<file path="src/rtl/keypad_matrix_scanner.sv">
// Scans an active-low ROWS x COLS key matrix one column at a time. It debounces one key
// at a time and reports the key index with press and release strobes plus a held level.
module keypad_matrix_scanner #(
  parameter int ROWS     = 4,
  parameter int COLS     = 4,
  parameter int SCAN_DIV = 16,
  parameter int DEBOUNCE = 3,
  localparam int KW      = $clog2(ROWS*COLS)
) (
  input  logic            clk,
  input  logic            reset,
  input  logic [ROWS-1:0] row,
  output logic [COLS-1:0] col,
  output logic [KW-1:0]   key_code,
  output logic            key_valid,
  output logic            key_held,
  output logic            key_release
);

  localparam int RW   = $clog2(ROWS);
  localparam int CW   = $clog2(COLS);
  localparam int DIVW = $clog2(SCAN_DIV);
  localparam logic [3:0] DB = 4'(DEBOUNCE);

  typedef enum logic [2:0] {IDLE, SCAN, DEB_P, PRESSED, DEB_R} state_t;

  state_t            state_q;
  logic [ROWS-1:0]   rs1_q, rs_q;
  logic [DIVW-1:0]   div_q, div_d;
  logic [CW-1:0]     ci_q;
  logic [RW-1:0]     ri_q, low_idx_d;
  logic [3:0]        dcnt_q, dcnt_d;
  logic [COLS-1:0]   col_q;
  logic [KW-1:0]     key_code_q, code_hit_d, code_lat_d;
  logic              key_valid_q, key_held_q, key_release_q;
  logic              tick, any_low, rs_ri;

  assign tick    = (div_q == DIVW'(SCAN_DIV-1));
  assign div_d   = tick ? '0 : div_q + DIVW'(1);
  assign any_low = ~&rs_q;
  assign rs_ri   = rs_q[ri_q];
  assign dcnt_d  = dcnt_q + 4'd1;

  // Lowest row index wins when several rows of the driven column are low.
  always_comb begin
    low_idx_d = '0;
    for (int i = ROWS-1; i >= 0; i--) begin
      if (!rs_q[i]) low_idx_d = RW'(i);
    end
  end

  assign code_hit_d = KW'(ci_q) * KW'(ROWS) + KW'(low_idx_d);
  assign code_lat_d = KW'(ci_q) * KW'(ROWS) + KW'(ri_q);

  always_ff @(posedge clk or negedge reset) begin
    if (!reset) begin
      rs1_q <= '1;
      rs_q  <= '1;
      div_q <= '0;
    end else begin
      rs1_q <= row;
      rs_q  <= rs1_q;
      div_q <= div_d;
    end
  end

  always_ff @(posedge clk or negedge reset) begin
    if (!reset) begin
      state_q       <= IDLE;
      ci_q          <= '0;
      ri_q          <= '0;
      dcnt_q        <= '0;
      col_q         <= '0;
      key_code_q    <= '0;
      key_valid_q   <= 1'b0;
      key_held_q    <= 1'b0;
      key_release_q <= 1'b0;
    end else begin
      key_valid_q   <= 1'b0;
      key_release_q <= 1'b0;
      if (tick) begin
        unique case (state_q)
          IDLE: begin
            col_q <= '0;
            if (any_low) begin
              state_q <= SCAN;
              ci_q    <= '0;
              col_q   <= ~COLS'(1);
            end
          end
          SCAN: begin
            if (any_low) begin
              ri_q <= low_idx_d;
              if (DEBOUNCE == 1) begin
                state_q     <= PRESSED;
                key_code_q  <= code_hit_d;
                key_valid_q <= 1'b1;
                key_held_q  <= 1'b1;
              end else begin
                state_q <= DEB_P;
                dcnt_q  <= 4'd1;
              end
            end else if (ci_q == CW'(COLS-1)) begin
              state_q <= IDLE;
              col_q   <= '0;
            end else begin
              ci_q  <= ci_q + CW'(1);
              col_q <= ~(COLS'(1) << (ci_q + CW'(1)));
            end
          end
          DEB_P: begin
            if (!rs_ri) begin
              if (dcnt_d == DB) begin
                state_q     <= PRESSED;
                dcnt_q      <= '0;
                key_code_q  <= code_lat_d;
                key_valid_q <= 1'b1;
                key_held_q  <= 1'b1;
              end else begin
                dcnt_q <= dcnt_d;
              end
            end else begin
              state_q <= IDLE;
              dcnt_q  <= '0;
              col_q   <= '0;
            end
          end
          PRESSED: begin
            if (rs_ri) begin
              if (DEBOUNCE == 1) begin
                state_q       <= IDLE;
                col_q         <= '0;
                key_held_q    <= 1'b0;
                key_release_q <= 1'b1;
              end else begin
                state_q <= DEB_R;
                dcnt_q  <= 4'd1;
              end
            end
          end
          DEB_R: begin
            if (rs_ri) begin
              if (dcnt_d == DB) begin
                state_q       <= IDLE;
                dcnt_q        <= '0;
                col_q         <= '0;
                key_held_q    <= 1'b0;
                key_release_q <= 1'b1;
              end else begin
                dcnt_q <= dcnt_d;
              end
            end else begin
              state_q <= PRESSED;
              dcnt_q  <= '0;
            end
          end
          default: state_q <= IDLE;
        endcase
      end
    end
  end

  assign col         = col_q;
  assign key_code    = key_code_q;
  assign key_valid   = key_valid_q;
  assign key_held    = key_held_q;
  assign key_release = key_release_q;

endmodule
</file>
<file path="config.mk">
export PLATFORM = sky130hd
export DESIGN_NAME = keypad_matrix_scanner
export DESIGN_NICKNAME = d
export VERILOG_FILES = /design/src/rtl/keypad_matrix_scanner.sv
export SDC_FILE = /design/constraint.sdc
export NUM_CORES = 1
export LEC_CHECK = 0
export BUFFER_PORTS_ARGS = -buffer_cell sky130_fd_sc_hd__buf_2
export CAP_MARGIN = 20
export CORE_ASPECT_RATIO = 1.2
export CORE_MARGIN = 4
export CORE_UTILIZATION = 38
export DETAILED_ROUTE_END_ITERATION = 8
export PLACE_DENSITY = 0.59
export SKIP_LAST_GASP = 1
export SLEW_MARGIN = 40
export SYNTH_ARGS = -nofsm -noshare
export SYNTH_HDL_FRONTEND = slang
export SYNTH_SLANG_ARGS = --single-unit
</file>
<file path="constraint.sdc">
create_clock -name clk -period 2.6 [get_ports clk]
set_clock_uncertainty 0.1 [all_clocks]
set_input_delay 0.13 -clock clk [delete_from_list [all_inputs] [get_ports clk]]
set_output_delay 0.13 -clock clk [all_outputs]
set_load 0.02 [all_outputs]
</file>
==> flow_metrics.tcl <==
set metrics [dict create \
    grtUsageTotal 0.138 \
    synth_area_leaders "dfrtp_1 (39%), dfstp_2 (12%), ha_1 (4.5%)" \
    crit_path_cell_trace "ha_1 -> or2_2 -> o21ai_1 -> a31oi_1 -> or4_4 -> mux2_4" \
    syn_avg_cell_area_um2 11.1 \
    cpPeakStageDelay_ps 600 \
    root_buffer "clkbuf_8" \
    critPathLaunchType "register" \
    final_cells 231 \
    tightestPinTransition_ps 535 \
    clock_path_buffers 2 \
    antenna_found_initial 0 \
    fp-row-count 26 \
    grt_max_degree 35 \
    dp.cells 218 \
    syn_area_um2 1680 \
    first_global_vias 1279 \
    postPlaceCellArea_um2 1810 \
    path_clk_slew_ps 70 \
    start_util 0.395 \
    cts_made_buffers 5 \
    synth_flop_cell "dfrtp_1" \
    hpwl_mm 2.43 \
    internal-power_mw 0.925 \
    endpoint_kind "register" \
    nets 186 \
    power.density_nw_per_um2 635 \
    crit_slowest_cell "or4_4" \
    hold_ws_ps 216 \
    num_io_pins 17 \
    syn_to_final_growth_pct 17.2 \
    ant_nets 0 \
    drc 0 \
    total_leakage_power_nw 0.886 \
    routed_via_density 5.36 \
    swShare 0.262 \
    via_count 1239 \
    antenna_cells 0 \
    crit_type "reg2reg" \
    insertion_delay_ps 290 \
    syn_inst 152 \
    fillers 395 \
    post-place-ws_ps 223 \
    hold_buffers 5 \
    cts-resized-gates 0 \
    grt_setup_unrepaired "false" \
    multiInputGateArea_um2 749 \
    die_width_um 68.8 \
    maxCapViolations 0 \
    synth_edf_count 0 \
    seqPwrFrac 0.479 \
    period_share 0.920 \
    cts_sinks 34 \
    setup_viol 0 \
    crit_arrival_ps 2470 \
    slew-limit-headroom 0.642 \
    firstDrtPassIters 4 \
    finalMaxSlewViolations 0 \
    layout_setup_ws_ps 209 \
    tritoncts "yes" \
    fin_area_um2 1970 \
    fin_crit_ps 2390 \
    seq_area_frac_synth 0.512 \
    synthDistinctLibCells 43 \
    portBuffers 16 \
    die_y_um 80.9 \
    fmax_ghz 0.418 \
    required_ps 2680 \
    coreArea_um2 4260 \
    drive_gt1_frac 0.303 \
    wire_per_inst_um 13.9 \
    synth_top_cell_by_area "dfrtp_1" \
    synthesis.nets 164 \
    regArea_um2 861 \
    hold_path.class "in2async" \
    place_congestion 0.804 \
    share_comb_of_total_power 0.138 \
    grt_remaining_overflow 0 \
    yosys_warnings 0 \
    status "finished, final reports clean" \
    yosysMostFrequentCell "dfrtp_1" \
    p_total_mw 1.25 \
    dieArea_um2 5560 \
    drtIter0Drc 32 \
    tns_ps 0 \
    synth_seq_cells 34 \
    hold_viol 0 \
    wl_mm 3.20 \
    synthTopCellsByCount "dfrtp_1 (26), inv_1 (10), nor2_1 (10), nand2_1 (9), dfstp_2 (8)" \
    path_max_fanout 6 \
    async_reset_ff_frac 1.00 \
    vdd_drop_max_v 0.000370 \
    yosys.area.top_type_share 0.387 \
    h-tree-depth 2 \
    final_util 0.463 \
    p_switching_mw 0.328 \
    clockPowerShare 0.384 \
    grt_pass1_wl_mm 5.73 \
    cts_setup_buffers 0 \
]
cell type report:
type,count,share of cell area
multi-input combinational,101,0.380
clock inverter,3,0.0228
clock buffer,5,0.0349
timing repair buffer,22,0.0711
inverter,10,0.0190
sequential,34,0.437
tap,56,0.0355
cells in the final DEF, fill, tap and decap left out, types with 2 or more instances in the layout:
cell type,netlist,routed
nor2_1,10,10
nand4_1,2,2
o22ai_1,4,4
buf_2,1,15
o31ai_1,2,2
inv_1,10,10
clkinvlp_4,0,2
o21ai_0,7,7
buf_4,0,2
mux2_2,6,6
mux2i_1,4,4
a2111oi_0,2,2
a22o_1,2,2
dfstp_2,8,8
clkbuf_8,0,5
a31oi_1,3,3
ha_1,6,6
dlygate4sd3_1,0,5
mux2_4,4,4
nor3_1,6,6
dfrtp_1,26,26
or2_2,2,2
nand2_1,9,9
a21oi_1,7,7
nand3_1,5,5
critical path: cells and delay by family, from the launching register on:
kind                     cells  cell delay [ps]
multiplexers                 1              320
adder cells (fa/ha/maj)      1              240
flip-flops                   1              420
AND/OR/NAND/NOR              2              880
AO/OA/AOI/OAI                2              310
power groups by stage:
stage	combinational (mW)	clock, mW	sequential (mW)
finish	0.173	0.481	0.600
floorplan	0.123	0	0.601
global placement	0.165	0	0.605
CTS	0.176	0.493	0.599
global route	0.198	0.517	0.605
detailed placement	0.169	0	0.608
layer usage:
layer,track usage,vias up,wire (um)
li1,-,593,-
met1,0.153,620,1330
met5,0,-,0
met3,0.0304,9,121
met2,0.240,17,1670
met4,0.0760,0,84
state kept, by name (all words and copies together) (netlist names), 2 cells and up:
name	cells
dcnt_q	4
state_q	3
div_q	4
key_code	4
rs1_q	4
ri_q	2
ci_q	2
col	4
rs_q	4
worst paths after layout:
check	slack, ps	start	depth (start not counted)	endpoint
worst max-delay path	210	dcnt_q[0]$_DFFE_PN0P_	6	key_code[2]$_DFFE_PN0P_
worst min-delay path	220	reset	2	key_valid$_DFF_PN0_
worst max register to register	210	dcnt_q[0]$_DFFE_PN0P_	6	key_code[2]$_DFFE_PN0P_
worst min register to register	260	rs1_q[1]$_DFF_PN1_	0	rs_q[1]$_DFF_PN1_
max in group asynchronous	1860	reset	2	rs1_q[3]$_DFF_PN1_
min in group clk	260	rs1_q[1]$_DFF_PN1_	0	rs_q[1]$_DFF_PN1_
cells by family (layout without fill, tap and decap cells):
group | Yosys count | count (layout) | share of synthesized area
simple gates | 44 | 44 | 0.140
compound gates | 34 | 34 | 0.138
flops | 34 | 34 | 0.512
buf+inv | 17 | 40 | 0.0431
mux | 15 | 15 | 0.113
fa+ha+maj | 6 | 6 | 0.0446
xor+xnor | 2 | 2 | 0.0104
Power figures use the tool's default switching activity.
